**config.mk**
```make
export PLATFORM = sky130hd
export DESIGN_NAME = sram_arbiter_flat
export DESIGN_NICKNAME = d
export VERILOG_FILES = /design/src/rtl/sram_arbiter_if.sv /design/src/rtl/sram_arbiter.sv /design/src/flat_wrapper.sv
export SDC_FILE = /design/constraint.sdc
export NUM_CORES = 1
export LEC_CHECK = 0
export CAP_MARGIN = 5
export CORE_ASPECT_RATIO = 0.9
export CORE_MARGIN = 3
export CORE_UTILIZATION = 33
export CTS_CLUSTER_SIZE = 20
export DETAILED_ROUTE_END_ITERATION = 10
export HOLD_SLACK_MARGIN = 0.05
export PLACE_DENSITY = 0.83
export SLEW_MARGIN = 5
export SYNTH_ARGS = -nofsm -noshare
export SYNTH_HDL_FRONTEND = slang
export SYNTH_SLANG_ARGS = --single-unit
export TNS_END_PERCENT = 5
```
**constraint.sdc**
```tcl
create_clock -name clk -period 1.5 [get_ports clk]
set_input_delay 0.3 -clock clk [delete_from_list [all_inputs] [get_ports clk]]
set_output_delay 0.3 -clock clk [all_outputs]
set_load 0.03 [all_outputs]
```
**src/rtl/sram_arbiter_if.sv**
```systemverilog
// ---------------------------------------------------------------------------
// sram_arbiter_if
//   Bundles everything between the two requesters, the arbiter and the async
//   SRAM model.
//   Requester side (N = 0,1):
//     pN_req, pN_we, pN_be[1:0], pN_addr, pN_wdata   request fields
//     pN_ack, pN_rdata                               completion pulse and read data
//   SRAM side (strobes are active low):
//     sram_CE, sram_OE, sram_WE, sram_LB, sram_UB, sram_addr, sram_din
//     sram_dout                                      data coming back from the SRAM
//   busy                                             arbiter is not idle
//   Modports:
//     slave  - the arbiter's view
//     master - the environment's view (requesters plus SRAM)
// ---------------------------------------------------------------------------
interface sram_arbiter_if #(
  parameter int ADDR_W = 16,
  parameter int DATA_W = 16
);
  logic              p0_req;
  logic              p0_we;
  logic [1:0]        p0_be;
  logic [ADDR_W-1:0] p0_addr;
  logic [DATA_W-1:0] p0_wdata;
  logic              p0_ack;
  logic [DATA_W-1:0] p0_rdata;

  logic              p1_req;
  logic              p1_we;
  logic [1:0]        p1_be;
  logic [ADDR_W-1:0] p1_addr;
  logic [DATA_W-1:0] p1_wdata;
  logic              p1_ack;
  logic [DATA_W-1:0] p1_rdata;

  logic              sram_CE;
  logic              sram_OE;
  logic              sram_WE;
  logic              sram_LB;
  logic              sram_UB;
  logic [ADDR_W-1:0] sram_addr;
  logic [DATA_W-1:0] sram_din;
  logic [DATA_W-1:0] sram_dout;

  logic              busy;

  modport slave (
    input  p0_req, p0_we, p0_be, p0_addr, p0_wdata,
    input  p1_req, p1_we, p1_be, p1_addr, p1_wdata,
    input  sram_dout,
    output p0_ack, p0_rdata, p1_ack, p1_rdata,
    output sram_CE, sram_OE, sram_WE, sram_LB, sram_UB, sram_addr, sram_din,
    output busy
  );

  modport master (
    output p0_req, p0_we, p0_be, p0_addr, p0_wdata,
    output p1_req, p1_we, p1_be, p1_addr, p1_wdata,
    output sram_dout,
    input  p0_ack, p0_rdata, p1_ack, p1_rdata,
    input  sram_CE, sram_OE, sram_WE, sram_LB, sram_UB, sram_addr, sram_din,
    input  busy
  );
endinterface

```
**src/rtl/sram_arbiter.sv**
```systemverilog
// ---------------------------------------------------------------------------
// sram_arbiter
//   Round-robin arbiter and access sequencer sharing one async-style SRAM
//   between the CPU memory stage (port 0) and the display/DMA fetcher
//   (port 1). Each access is IDLE -> ACCESS -> RECOV -> IDLE: the strobes are
//   held low for WR_CYC edges on a write or RD_CYC edges on a read, then one
//   recovery cycle with CE high lets the SRAM's edge counters clear.
//   Ports:
//     clk    system clock, everything on posedge
//     reset  asynchronous, active-high; abandons any access in flight
//     bus    sram_arbiter_if.slave: both request ports, SRAM pins, busy
//   All SRAM pins and acks come straight from flops; pN_rdata is the SRAM
//   output passed through and is meaningful only while pN_ack is high.
// ---------------------------------------------------------------------------
module sram_arbiter #(
  parameter int ADDR_W = 16,
  parameter int DATA_W = 16,
  parameter int WR_CYC = 3,
  parameter int RD_CYC = 2
) (
  input logic         clk,
  input logic         reset,
  sram_arbiter_if.slave bus
);

  localparam int MAX_CYC = (WR_CYC > RD_CYC) ? WR_CYC : RD_CYC;
  localparam int CNT_W   = $clog2(MAX_CYC + 1);
  localparam logic [CNT_W-1:0] WR_LAST = CNT_W'(WR_CYC - 1);
  localparam logic [CNT_W-1:0] RD_LAST = CNT_W'(RD_CYC - 1);

  typedef enum logic [1:0] {
    IDLE   = 2'd0,
    ACCESS = 2'd1,
    RECOV  = 2'd2
  } state_t;

  state_t            state_q, state_d;
  logic [CNT_W-1:0]  cnt_q, cnt_d;
  logic              last_gnt_q, last_gnt_d;   // also the owner of the access in flight
  logic              wr_q, wr_d;
  logic              ce_q, ce_d;
  logic              oe_q, oe_d;
  logic              we_q, we_d;
  logic              lb_q, lb_d;
  logic              ub_q, ub_d;
  logic [ADDR_W-1:0] addr_q, addr_d;
  logic [DATA_W-1:0] din_q, din_d;
  logic              ack0_q, ack0_d;
  logic              ack1_q, ack1_d;

  // Winner selection: a lone requester wins; on a tie the port that was not
  // served last wins.
  logic              win;
  logic              sel_we;
  logic [1:0]        sel_be;
  logic [ADDR_W-1:0] sel_addr;
  logic [DATA_W-1:0] sel_wdata;

  assign win       = (bus.p0_req && bus.p1_req) ? ~last_gnt_q : bus.p1_req;
  assign sel_we    = win ? bus.p1_we    : bus.p0_we;
  assign sel_be    = win ? bus.p1_be    : bus.p0_be;
  assign sel_addr  = win ? bus.p1_addr  : bus.p0_addr;
  assign sel_wdata = win ? bus.p1_wdata : bus.p0_wdata;

  // NOTE: every always_comb target gets a default first, so no path leaves a
  // signal unassigned and no latch is inferred.
  always_comb begin
    state_d    = state_q;
    cnt_d      = cnt_q;
    last_gnt_d = last_gnt_q;
    wr_d       = wr_q;
    ce_d       = ce_q;
    oe_d       = oe_q;
    we_d       = we_q;
    lb_d       = lb_q;
    ub_d       = ub_q;
    addr_d     = addr_q;
    din_d      = din_q;
    ack0_d     = 1'b0;
    ack1_d     = 1'b0;

    unique case (state_q)
      IDLE: begin
        if (bus.p0_req || bus.p1_req) begin
          last_gnt_d = win;
          wr_d       = sel_we;
          addr_d     = sel_addr;
          din_d      = sel_wdata;
          ce_d       = 1'b0;
          oe_d       = 1'b0;        // the SRAM model wants OE low for writes too
          we_d       = ~sel_we;
          // Byte lanes only matter on writes; reads always fetch the full word.
          lb_d       = sel_we ? ~sel_be[0] : 1'b0;
          ub_d       = sel_we ? ~sel_be[1] : 1'b0;
          cnt_d      = '0;
          state_d    = ACCESS;
        end
      end

      ACCESS: begin
        cnt_d = cnt_q + 1'b1;
        if ((wr_q && cnt_q == WR_LAST) || (!wr_q && cnt_q == RD_LAST)) begin
          ce_d = 1'b1;
          oe_d = 1'b1;
          we_d = 1'b1;
          lb_d = 1'b1;
          ub_d = 1'b1;
          if (last_gnt_q) ack1_d = 1'b1;
          else            ack0_d = 1'b1;
          state_d = RECOV;
        end
      end

      // CE is already high here; this cycle lets the SRAM counters reach zero
      // and keeps the just-acked requester from being re-granted on stale req.
      RECOV: state_d = IDLE;

      default: state_d = IDLE;
    endcase
  end

  // NOTE: state flops use non-blocking assignments so every flop samples the
  // pre-edge values regardless of statement order.
  always_ff @(posedge clk or posedge reset) begin
    if (reset) begin
      state_q    <= IDLE;
      cnt_q      <= '0;
      last_gnt_q <= 1'b1;           // port 0 wins the first tie
      wr_q       <= 1'b0;
      ce_q       <= 1'b1;
      oe_q       <= 1'b1;
      we_q       <= 1'b1;
      lb_q       <= 1'b1;
      ub_q       <= 1'b1;
      addr_q     <= '0;
      din_q      <= '0;
      ack0_q     <= 1'b0;
      ack1_q     <= 1'b0;
    end else begin
      state_q    <= state_d;
      cnt_q      <= cnt_d;
      last_gnt_q <= last_gnt_d;
      wr_q       <= wr_d;
      ce_q       <= ce_d;
      oe_q       <= oe_d;
      we_q       <= we_d;
      lb_q       <= lb_d;
      ub_q       <= ub_d;
      addr_q     <= addr_d;
      din_q      <= din_d;
      ack0_q     <= ack0_d;
      ack1_q     <= ack1_d;
    end
  end

  assign bus.sram_CE   = ce_q;
  assign bus.sram_OE   = oe_q;
  assign bus.sram_WE   = we_q;
  assign bus.sram_LB   = lb_q;
  assign bus.sram_UB   = ub_q;
  assign bus.sram_addr = addr_q;
  assign bus.sram_din  = din_q;
  assign bus.p0_ack    = ack0_q;
  assign bus.p1_ack    = ack1_q;
  assign bus.p0_rdata  = bus.sram_dout;
  assign bus.p1_rdata  = bus.sram_dout;
  assign bus.busy      = (state_q != IDLE);

endmodule

```
**src/flat_wrapper.sv**
```systemverilog
// flat-port wrapper written by rule: the top's interface ports become plain ports
module sram_arbiter_flat 
#(
  parameter int ADDR_W = 16,
  parameter int DATA_W = 16,
  parameter int WR_CYC = 3,
  parameter int RD_CYC = 2
)
  (clk, reset, bus_p0_req, bus_p0_we, bus_p0_be, bus_p0_addr, bus_p0_wdata, bus_p1_req, bus_p1_we, bus_p1_be, bus_p1_addr, bus_p1_wdata, bus_sram_dout, bus_p0_ack, bus_p0_rdata, bus_p1_ack, bus_p1_rdata, bus_sram_CE, bus_sram_OE, bus_sram_WE, bus_sram_LB, bus_sram_UB, bus_sram_addr, bus_sram_din, bus_busy);
  sram_arbiter_if #(.ADDR_W(ADDR_W), .DATA_W(DATA_W)) bus_i ();
  input logic clk;
  input logic reset;
  input wire logic [$bits(bus_i.p0_req)-1:0] bus_p0_req;
  input wire logic [$bits(bus_i.p0_we)-1:0] bus_p0_we;
  input wire logic [$bits(bus_i.p0_be)-1:0] bus_p0_be;
  input wire logic [$bits(bus_i.p0_addr)-1:0] bus_p0_addr;
  input wire logic [$bits(bus_i.p0_wdata)-1:0] bus_p0_wdata;
  input wire logic [$bits(bus_i.p1_req)-1:0] bus_p1_req;
  input wire logic [$bits(bus_i.p1_we)-1:0] bus_p1_we;
  input wire logic [$bits(bus_i.p1_be)-1:0] bus_p1_be;
  input wire logic [$bits(bus_i.p1_addr)-1:0] bus_p1_addr;
  input wire logic [$bits(bus_i.p1_wdata)-1:0] bus_p1_wdata;
  input wire logic [$bits(bus_i.sram_dout)-1:0] bus_sram_dout;
  output wire logic [$bits(bus_i.p0_ack)-1:0] bus_p0_ack;
  output wire logic [$bits(bus_i.p0_rdata)-1:0] bus_p0_rdata;
  output wire logic [$bits(bus_i.p1_ack)-1:0] bus_p1_ack;
  output wire logic [$bits(bus_i.p1_rdata)-1:0] bus_p1_rdata;
  output wire logic [$bits(bus_i.sram_CE)-1:0] bus_sram_CE;
  output wire logic [$bits(bus_i.sram_OE)-1:0] bus_sram_OE;
  output wire logic [$bits(bus_i.sram_WE)-1:0] bus_sram_WE;
  output wire logic [$bits(bus_i.sram_LB)-1:0] bus_sram_LB;
  output wire logic [$bits(bus_i.sram_UB)-1:0] bus_sram_UB;
  output wire logic [$bits(bus_i.sram_addr)-1:0] bus_sram_addr;
  output wire logic [$bits(bus_i.sram_din)-1:0] bus_sram_din;
  output wire logic [$bits(bus_i.busy)-1:0] bus_busy;
  assign bus_i.p0_req = bus_p0_req;
  assign bus_i.p0_we = bus_p0_we;
  assign bus_i.p0_be = bus_p0_be;
  assign bus_i.p0_addr = bus_p0_addr;
  assign bus_i.p0_wdata = bus_p0_wdata;
  assign bus_i.p1_req = bus_p1_req;
  assign bus_i.p1_we = bus_p1_we;
  assign bus_i.p1_be = bus_p1_be;
  assign bus_i.p1_addr = bus_p1_addr;
  assign bus_i.p1_wdata = bus_p1_wdata;
  assign bus_i.sram_dout = bus_sram_dout;
  assign bus_p0_ack = bus_i.p0_ack;
  assign bus_p0_rdata = bus_i.p0_rdata;
  assign bus_p1_ack = bus_i.p1_ack;
  assign bus_p1_rdata = bus_i.p1_rdata;
  assign bus_sram_CE = bus_i.sram_CE;
  assign bus_sram_OE = bus_i.sram_OE;
  assign bus_sram_WE = bus_i.sram_WE;
  assign bus_sram_LB = bus_i.sram_LB;
  assign bus_sram_UB = bus_i.sram_UB;
  assign bus_sram_addr = bus_i.sram_addr;
  assign bus_sram_din = bus_i.sram_din;
  assign bus_busy = bus_i.busy;
  sram_arbiter #(.ADDR_W(ADDR_W), .DATA_W(DATA_W), .WR_CYC(WR_CYC), .RD_CYC(RD_CYC)) u_core (.clk(clk), .reset(reset), .bus(bus_i));
endmodule
```
==> results by group, run 1 <==
Outcome
  – Failing checks: negative setup slack
  – Status: finished, violations left

Synth
  – Syn Std Cell Area: around 2600 sq um
  – Post-Syn Instances: 185
  – Flops & latches, synth: 44
  – Mean post-synth cell area: between 10 and 15 sq um
  – Yosys warns: 0
  – Area share of the largest cell type after synthesis: 37.9%
  – Syn_nets: between 200 and 300
  – Seq/Total Area, Yosys: a little over two fifths
  – Count of different cell masters after synthesis: 27
  – Post-synth top area cell: dfrtp_1
  – Top post-synthesis cells by area: dfrtp_1, mux2_4, buf_4

Critical path
  – CP startpoint kind: flip-flop
  – Critical path's most frequent cell: mux2_4
  – Kind of critical path: reg2reg
  – Worst path cell trace: a21boi_4 > buf_6 > clkbuf_16 > mux2_4 > mux2_4
  – Worst-path maximum fanout: 5
  – Crit. Startpoint: u_core.last_gnt_q
  – CP max-delay cell: dfstp_2
  – CP required: ~1.7 ns
  – Reg2Reg Depth: 5
  – Reg2reg setup slack: -0.11 ns
  – Worst r2r src: u_core.last_gnt_q
  – Endpoint type of the worst setup path: flip-flop
  – CP peak stage delay: approximately 0.40 ns
  – Reg2reg end: u_core.bus.sram_addr[8]
  – Worst path arrival time: between 1.5 and 2 ns

Timing
  – Final max-slew violation count: 0
  – Fin crit share: 107%
  – Final Setup Violations: 33
  – Tmin final: between 1.5 and 2 ns
  – Worst slew pin tran: about 0.52 ns
  – Slew headroom: between 60% and 70%
  – Setup total negative slack: -2.42 ns
  – Worst setup margin: -0.108 ns
  – Maximum clock frequency: between 0.6 and 0.7 GHz
  – RSZ-0062 raised after global routing: yes
  – Hold Vio Cnt, Final: 0
  – Hold slack final: approximately 0.27 ns
  – Clock skew: between 0.004 and 0.005 ns

Die
  – I/O pin count: about 160
  – Std cell rows: 29
  – Die H: ~90 um
  – Die W: roughly 99 um
  – Die area: slightly below 9000 sq um
  – Initial Utilization: between 30% and 40%
  – Core area: about 7300 sq um

Final layout
  – Layout cells sized above 1: around two fifths
  – Design area: approximately 4000 sq um
  – Area delta synth->final: 53.8%
  – Antenna Cells: 0
  – Final net count: roughly 380

Clocking
  – Clock latency on the worst-skew pair: 0.30 ns
  – Clock slew at reported path FFs: 0.09 ns
  – CTS H-tree lvls: 2
  – Max Root-Sink Buffers: 2
  – Root Buffer Master: clkbuf_8
  – CTS tree: done
  – Hold Buf Count CTS: 0
  – Clock Sinks: 44
  – Num CTS Buffers: 5

Drt
  – Starting DRC count in detailed routing: 44
  – Pre-antenna DRT Iters: 3
  – DR WL/cell: roughly 17 um
  – Total number of vias: 1716
  – Final WL: 6310 um
  – Vias per cell: 4.55
  – Antenna Nets Post-Route: 0
  – DRC: 0

Power and ir drop
  – Worst vdd ir: 1120 uV
  – Leakage power: roughly 1.9 nW
  – P per Cell Area: between 2000 and 2500 nW/um^2

GRT
  – Antenna violations before repair: 0
  – Grt total ovfl: 0
  – Global-route wire length before repair: approximately 10000 um
  – Overall Global Routing Usage: 14.0%
  – Pin count of the biggest net entering global routing: 22
  – Vias in the first global route: between 1500 and 2000

Worst hold path
  – Worst hold-check path type: in2async

Placement
  – Post-DP HPWL: approximately 4500 um
  – DP Area: 3670 sq um
  – GP Congestion: 0.724
  – Number of port buffers: 113

Flow run
  – Max-cap check violation count: 0
routing by layer:
layer	share of wire [%]	global-route usage (%)	wire, um	vias up
li1	-	-	-	803
met1	39	16.7	2490	828
met2	52	23.9	3260	74
met3	7.8	5.19	494	11
met4	0.90	3.30	57	0
met5	0	0	0	-
power by group:
part	internal, mW	switching, mW	total, mW
clock network	0.588	0.419	1.01
registers	1.84	0.373	2.22
logic	2.42	2.31	4.73
layout by cell type (no fill, tap or decap), drive strengths merged, types with 3 or more instances in the layout:
cell type      instances
mux2                  66
dlygate4sd2           36
dfrtp                 39
dfstp                  5
buf                   24
nor2                   3
inv                    5
clkbuf                 8
clkdlybuf4s50         71
cells in the mapped netlist:
library cell / instances
ha_1: 2
nor3b_1: 2
mux2i_1: 1
and3b_1: 2
inv_1: 5
buf_4: 35
mux2_2: 20
o32a_1: 2
a21o_1: 1
a21boi_1: 1
dfrtp_1: 39
nor2_1: 3
nand2_1: 2
a31oi_1: 1
nand2b_1: 1
o21bai_1: 1
buf_6: 6
o21a_1: 1
o22ai_1: 1
o21ai_0: 2
a211oi_1: 1
and2_1: 1
a21oi_1: 1
nor3_1: 2
dfstp_2: 5
a2bb2oi_1: 1
mux2_4: 46
cell type report:
class / count / area, sq um
clock buffer: 7 / 96.3
clock inverter: 1 / 30.0
fill: 614 / 3330
inverter: 5 / 18.8
multi-input combinational: 95 / 1210
sequential: 44 / 1110
tap: 93 / 116
timing repair buffer: 132 / 1380
worst max-delay path, delay by kind of cell (launching register included):
| kind | cells | cell delay [ns] |
|---|---|---|
| AO/OA/AOI/OAI | 1 | 0.26 |
| buffers and inverters | 2 | 0.31 |
| flip-flops | 1 | 0.40 |
| multiplexers | 2 | 0.54 |
logic make-up (layout without fill, tap and decap cells):
| family | after synthesis | in the layout | synth area share, % |
|---|---|---|---|
| multiplexers | 67 | 67 | 36.0 |
| buffers and inverters | 46 | 145 | 13.6 |
| flip-flops | 44 | 44 | 43.0 |
| AO/OA/AOI/OAI | 13 | 13 | 3.65 |
| AND/OR/NAND/NOR | 13 | 13 | 2.87 |
| adder cells (fa/ha/maj) | 2 | 2 | 0.972 |
timing repair:
| item | CTS | global route |
|---|---|---|
| buffers inserted | 1 | 2 |
| pin swaps | 0 | 4 |
| gates resized for setup | 51 | 15 |
| cloned | 2 | 1 |
| setup endpoints to repair | 68 | 37 |
state kept, by name, summed over array words and instances (netlist names):
register,flops
u_core.bus.sram_addr,16
u_core.bus.sram_din,16
u_core.cnt_q,2
u_core.state_q,2
u_core.bus.p0_ack,1
u_core.bus.p1_ack,1
u_core.bus.sram_CE,1
u_core.bus.sram_LB,1
u_core.bus.sram_UB,1
u_core.bus.sram_WE,1
u_core.last_gnt_q,1
u_core.wr_q,1
per-stage QoR:
stage	setup WS [ns]	cells	total power [mW]	utilization, %
global placement	-0.474	363	6.82	50.4
floorplan	-0.0360	185	5.27	-
CTS	-0.132	374	7.86	53.3
finish	-0.108	377	7.95	54.3
detailed placement	-0.509	363	6.93	50.4
global route	-0.150	377	8.39	54.3
how the worst max path moves through the flow:
stage / to / slack (ns) / cells past startpoint
after floorplan: u_core.bus.sram_addr[11] / -0.04 / 5
after global placement: u_core.bus.sram_din[8] / -0.47 / 5
after detailed placement: u_core.bus.sram_din[8] / -0.51 / 5
after CTS: u_core.bus.sram_din[12] / -0.13 / 4
after global routing: u_core.bus.sram_din[12] / -0.15 / 5
final: u_core.bus.sram_addr[8] / -0.11 / 5
Power figures use the tool's default switching activity.
==> run 2: changes to the inputs <==
--- a/config.mk
+++ b/config.mk
@@ -7,7 +7,7 @@
 export LEC_CHECK = 0
 export CAP_MARGIN = 5
 export CORE_ASPECT_RATIO = 0.9
-export CORE_MARGIN = 3
+export CORE_MARGIN = 10
 export CORE_UTILIZATION = 33
 export CTS_CLUSTER_SIZE = 20
 export DETAILED_ROUTE_END_ITERATION = 10
==> results by group, run 2 (synthesis results as in run 1) <==
Die
  – Die area: 11700 sq um (+32%)
  – Die W: 113 um (+14%)
  – Initial Utilization: 34.0% (-1.3 points)
  – Die H: 104 um (+16%)
  – Std cell rows: 30 (+3.4%)
  – Core area: 7580 sq um (+4.0%)
  – I/O pin count: 162 (unchanged)

Outcome
  – Failing checks: negative setup slack
  – Status: finished, violations left

Placement
  – Number of port buffers: 113 (unchanged)
  – GP Congestion: 0.713 (-1.6%)
  – Post-DP HPWL: 5060 um (+13%)

Final layout
  – Area delta synth->final: 49.5%
  – Antenna Cells: 0 (unchanged)
  – Fin util: 50.8% (-3.5 points)
  – Most frequent cells in the layout: clkdlybuf4s50_1, mux2_4, dfrtp_1
  – Layout cells sized above 1: 37.9% (-0.79 points)
  – Most common cell after layout, fill and taps aside: clkdlybuf4s50_1
  – FILL cells: 664 (+8.1%)
  – Final net count: 373 (-0.53%)

Critical path
  – Worst r2r src: u_core.last_gnt_q
  – Worst path arrival time: 1.87 ns (+0.07 ns)
  – CP peak stage delay: 0.56 ns (+0.16 ns)
  – CP required: 1.68 ns (about the same)
  – Reg2reg end: u_core.bus.sram_addr[8]
  – CP Buf/Inv Count: 3 (+1)
  – Worst path cell trace: a21boi_4 > buf_12 > buf_12 > buf_16 > mux2_4 > mux2_4
  – Endpoint type of the worst setup path: flip-flop
  – CP startpoint kind: flip-flop
  – Kind of critical path: reg2reg
  – CP max-delay cell: dfstp_2
  – Reg2Reg Depth: 6 (+1)
  – Reg2reg setup slack: -0.19 ns (-0.09 ns)
  – Worst-path maximum fanout: 11 (+6)
  – Delay-heaviest family, CP: flip-flops

Clocking
  – Max Root-Sink Buffers: 2 (unchanged)
  – Clock Sinks: 44 (unchanged)
  – Clock latency on the worst-skew pair: 0.29 ns (about the same)
  – CTS H-tree lvls: 2 (unchanged)
  – Clock slew at reported path FFs: 0.08 ns (about the same)
  – Root Buffer Master: clkbuf_8
  – Num CTS Buffers: 5 (unchanged)
  – CTS tree: done

Worst hold path
  – Worst hold-check path type: in2async

Drt
  – Antenna Nets Post-Route: 0 (unchanged)
  – DRC: 0 (unchanged)
  – Total number of vias: 1731 (+0.87%)
  – Final WL: 6680 um (+5.9%)
  – Starting DRC count in detailed routing: 38 (-14%)
  – Vias per cell: 4.58 (+0.61%)
  – Pre-antenna DRT Iters: 4 (+1)
  – DR WL/cell: 17.7 um (+5.6%)

Timing
  – Slew headroom: 76.8% (+12 points)
  – Hold Vio Cnt, Final: 0 (unchanged)
  – Worst slew pin tran: 0.349 ns (-0.168 ns)
  – Tmin final: 1.69 ns (+0.0855 ns)
  – Maximum clock frequency: 0.591 GHz (-5.1%)
  – RSZ-0062 raised after global routing: yes
  – Clock skew: 0.00254 ns (-0.00190 ns)
  – Final Setup Violations: 35 (+6.1%)
  – Worst setup margin: -0.193 ns (-0.0855 ns)
  – Final max-slew violation count: 0 (unchanged)
  – Fin crit share: 113% (+5.7 points)

Flow run
  – Max-cap check violation count: 0 (unchanged)

Power and ir drop
  – Leakage power: 1.77 nW (-4.7%)
  – P per Cell Area: 1970 nW/um^2 (-1.7%)
  – Worst vdd ir: 1000 uV (-11%)
  – Total Power: 7.60 mW (-4.5%)

GRT
  – Overall Global Routing Usage: 11.1% (-2.9 points)
  – Grt total ovfl: 0 (unchanged)
  – Antenna violations before repair: 0 (unchanged)
  – Pin count of the biggest net entering global routing: 45 (+100%)
  – Global-route wire length before repair: 10700 um (+6.9%)
  – Vias in the first global route: 2019 (+6.5%)
==> run 2: how the worst max path moves through the flow <==
stage	start	endpoint	slack, ns	cells after the start
2_1_floorplan	u_core.last_gnt_q	u_core.bus.sram_addr[11]	-0.04	5
3_3_place_gp	bus_p1_req	u_core.wr_q	-0.51	5
3_5_place_dp	bus_p1_req	u_core.wr_q	-0.56	5
4_1_cts	u_core.last_gnt_q	u_core.bus.sram_addr[8]	-0.19	6
5_1_grt	u_core.last_gnt_q	u_core.bus.sram_addr[2]	-0.23	6
6_report	u_core.last_gnt_q	u_core.bus.sram_addr[8]	-0.19	6
==> run 2: cell type report <==
type | count | area [sq um] | area share, %
Inverter | 5 | 18.8 | 0.488
Timing Repair Buffer | 130 | 1340 | 34.9
Clock buffer | 8 | 90.1 | 2.34
Sequential cell | 44 | 1110 | 28.8
Tap cell | 96 | 120 | 3.12
Multi-Input combinational cell | 95 | 1170 | 30.4
==> run 2: per-stage QoR <==
stage               setup slack, ns  instances  area (sq um)  hold WS, ns  setup TNS [ns]
global route                 -0.233        378          3850        0.347           -4.66
finish                       -0.193        378          3850        0.343           -3.33
CTS                          -0.193        378          3820        0.346           -3.29
global placement             -0.513        365          3650        0.489          -16.16
detailed placement           -0.560        365          3650        0.493          -17.97
floorplan                   -0.0360        185          2590        0.363          -0.914
==> run 2: metal layers <==
| layer | global-route usage [%] | vias to the layer above | wire length (um) |
|---|---|---|---|
| li1 | - | 806 | - |
| met1 | 12.1 | 834 | 2590 |
| met4 | 3.08 | 0 | 66 |
| met5 | 0 | - | 0 |
| met3 | 5.94 | 10 | 756 |
| met2 | 18.3 | 81 | 3260 |
==> run 2: tightest hold or removal path: stages <==
cell             delay (ns)
clkdlybuf4s50_1        0.41
inv_2                  0.07
buf_12                 0.24
==> run 2: power breakdown <==
| part | switching (mW) | internal [mW] |
|---|---|---|
| clock network | 0.396 | 0.376 |
| registers | 0.347 | 1.84 |
| logic | 2.30 | 2.34 |
==> run 2: repair_timing <==
| action | CTS | global route |
|---|---|---|
| pin swaps | 0 | 1 |
| setup endpoints to repair | 69 | 37 |
| cloned | 2 | 0 |
| resized for setup | 44 | 8 |
| hold buffers | 0 | 0 |
| buffers inserted | 3 | 0 |
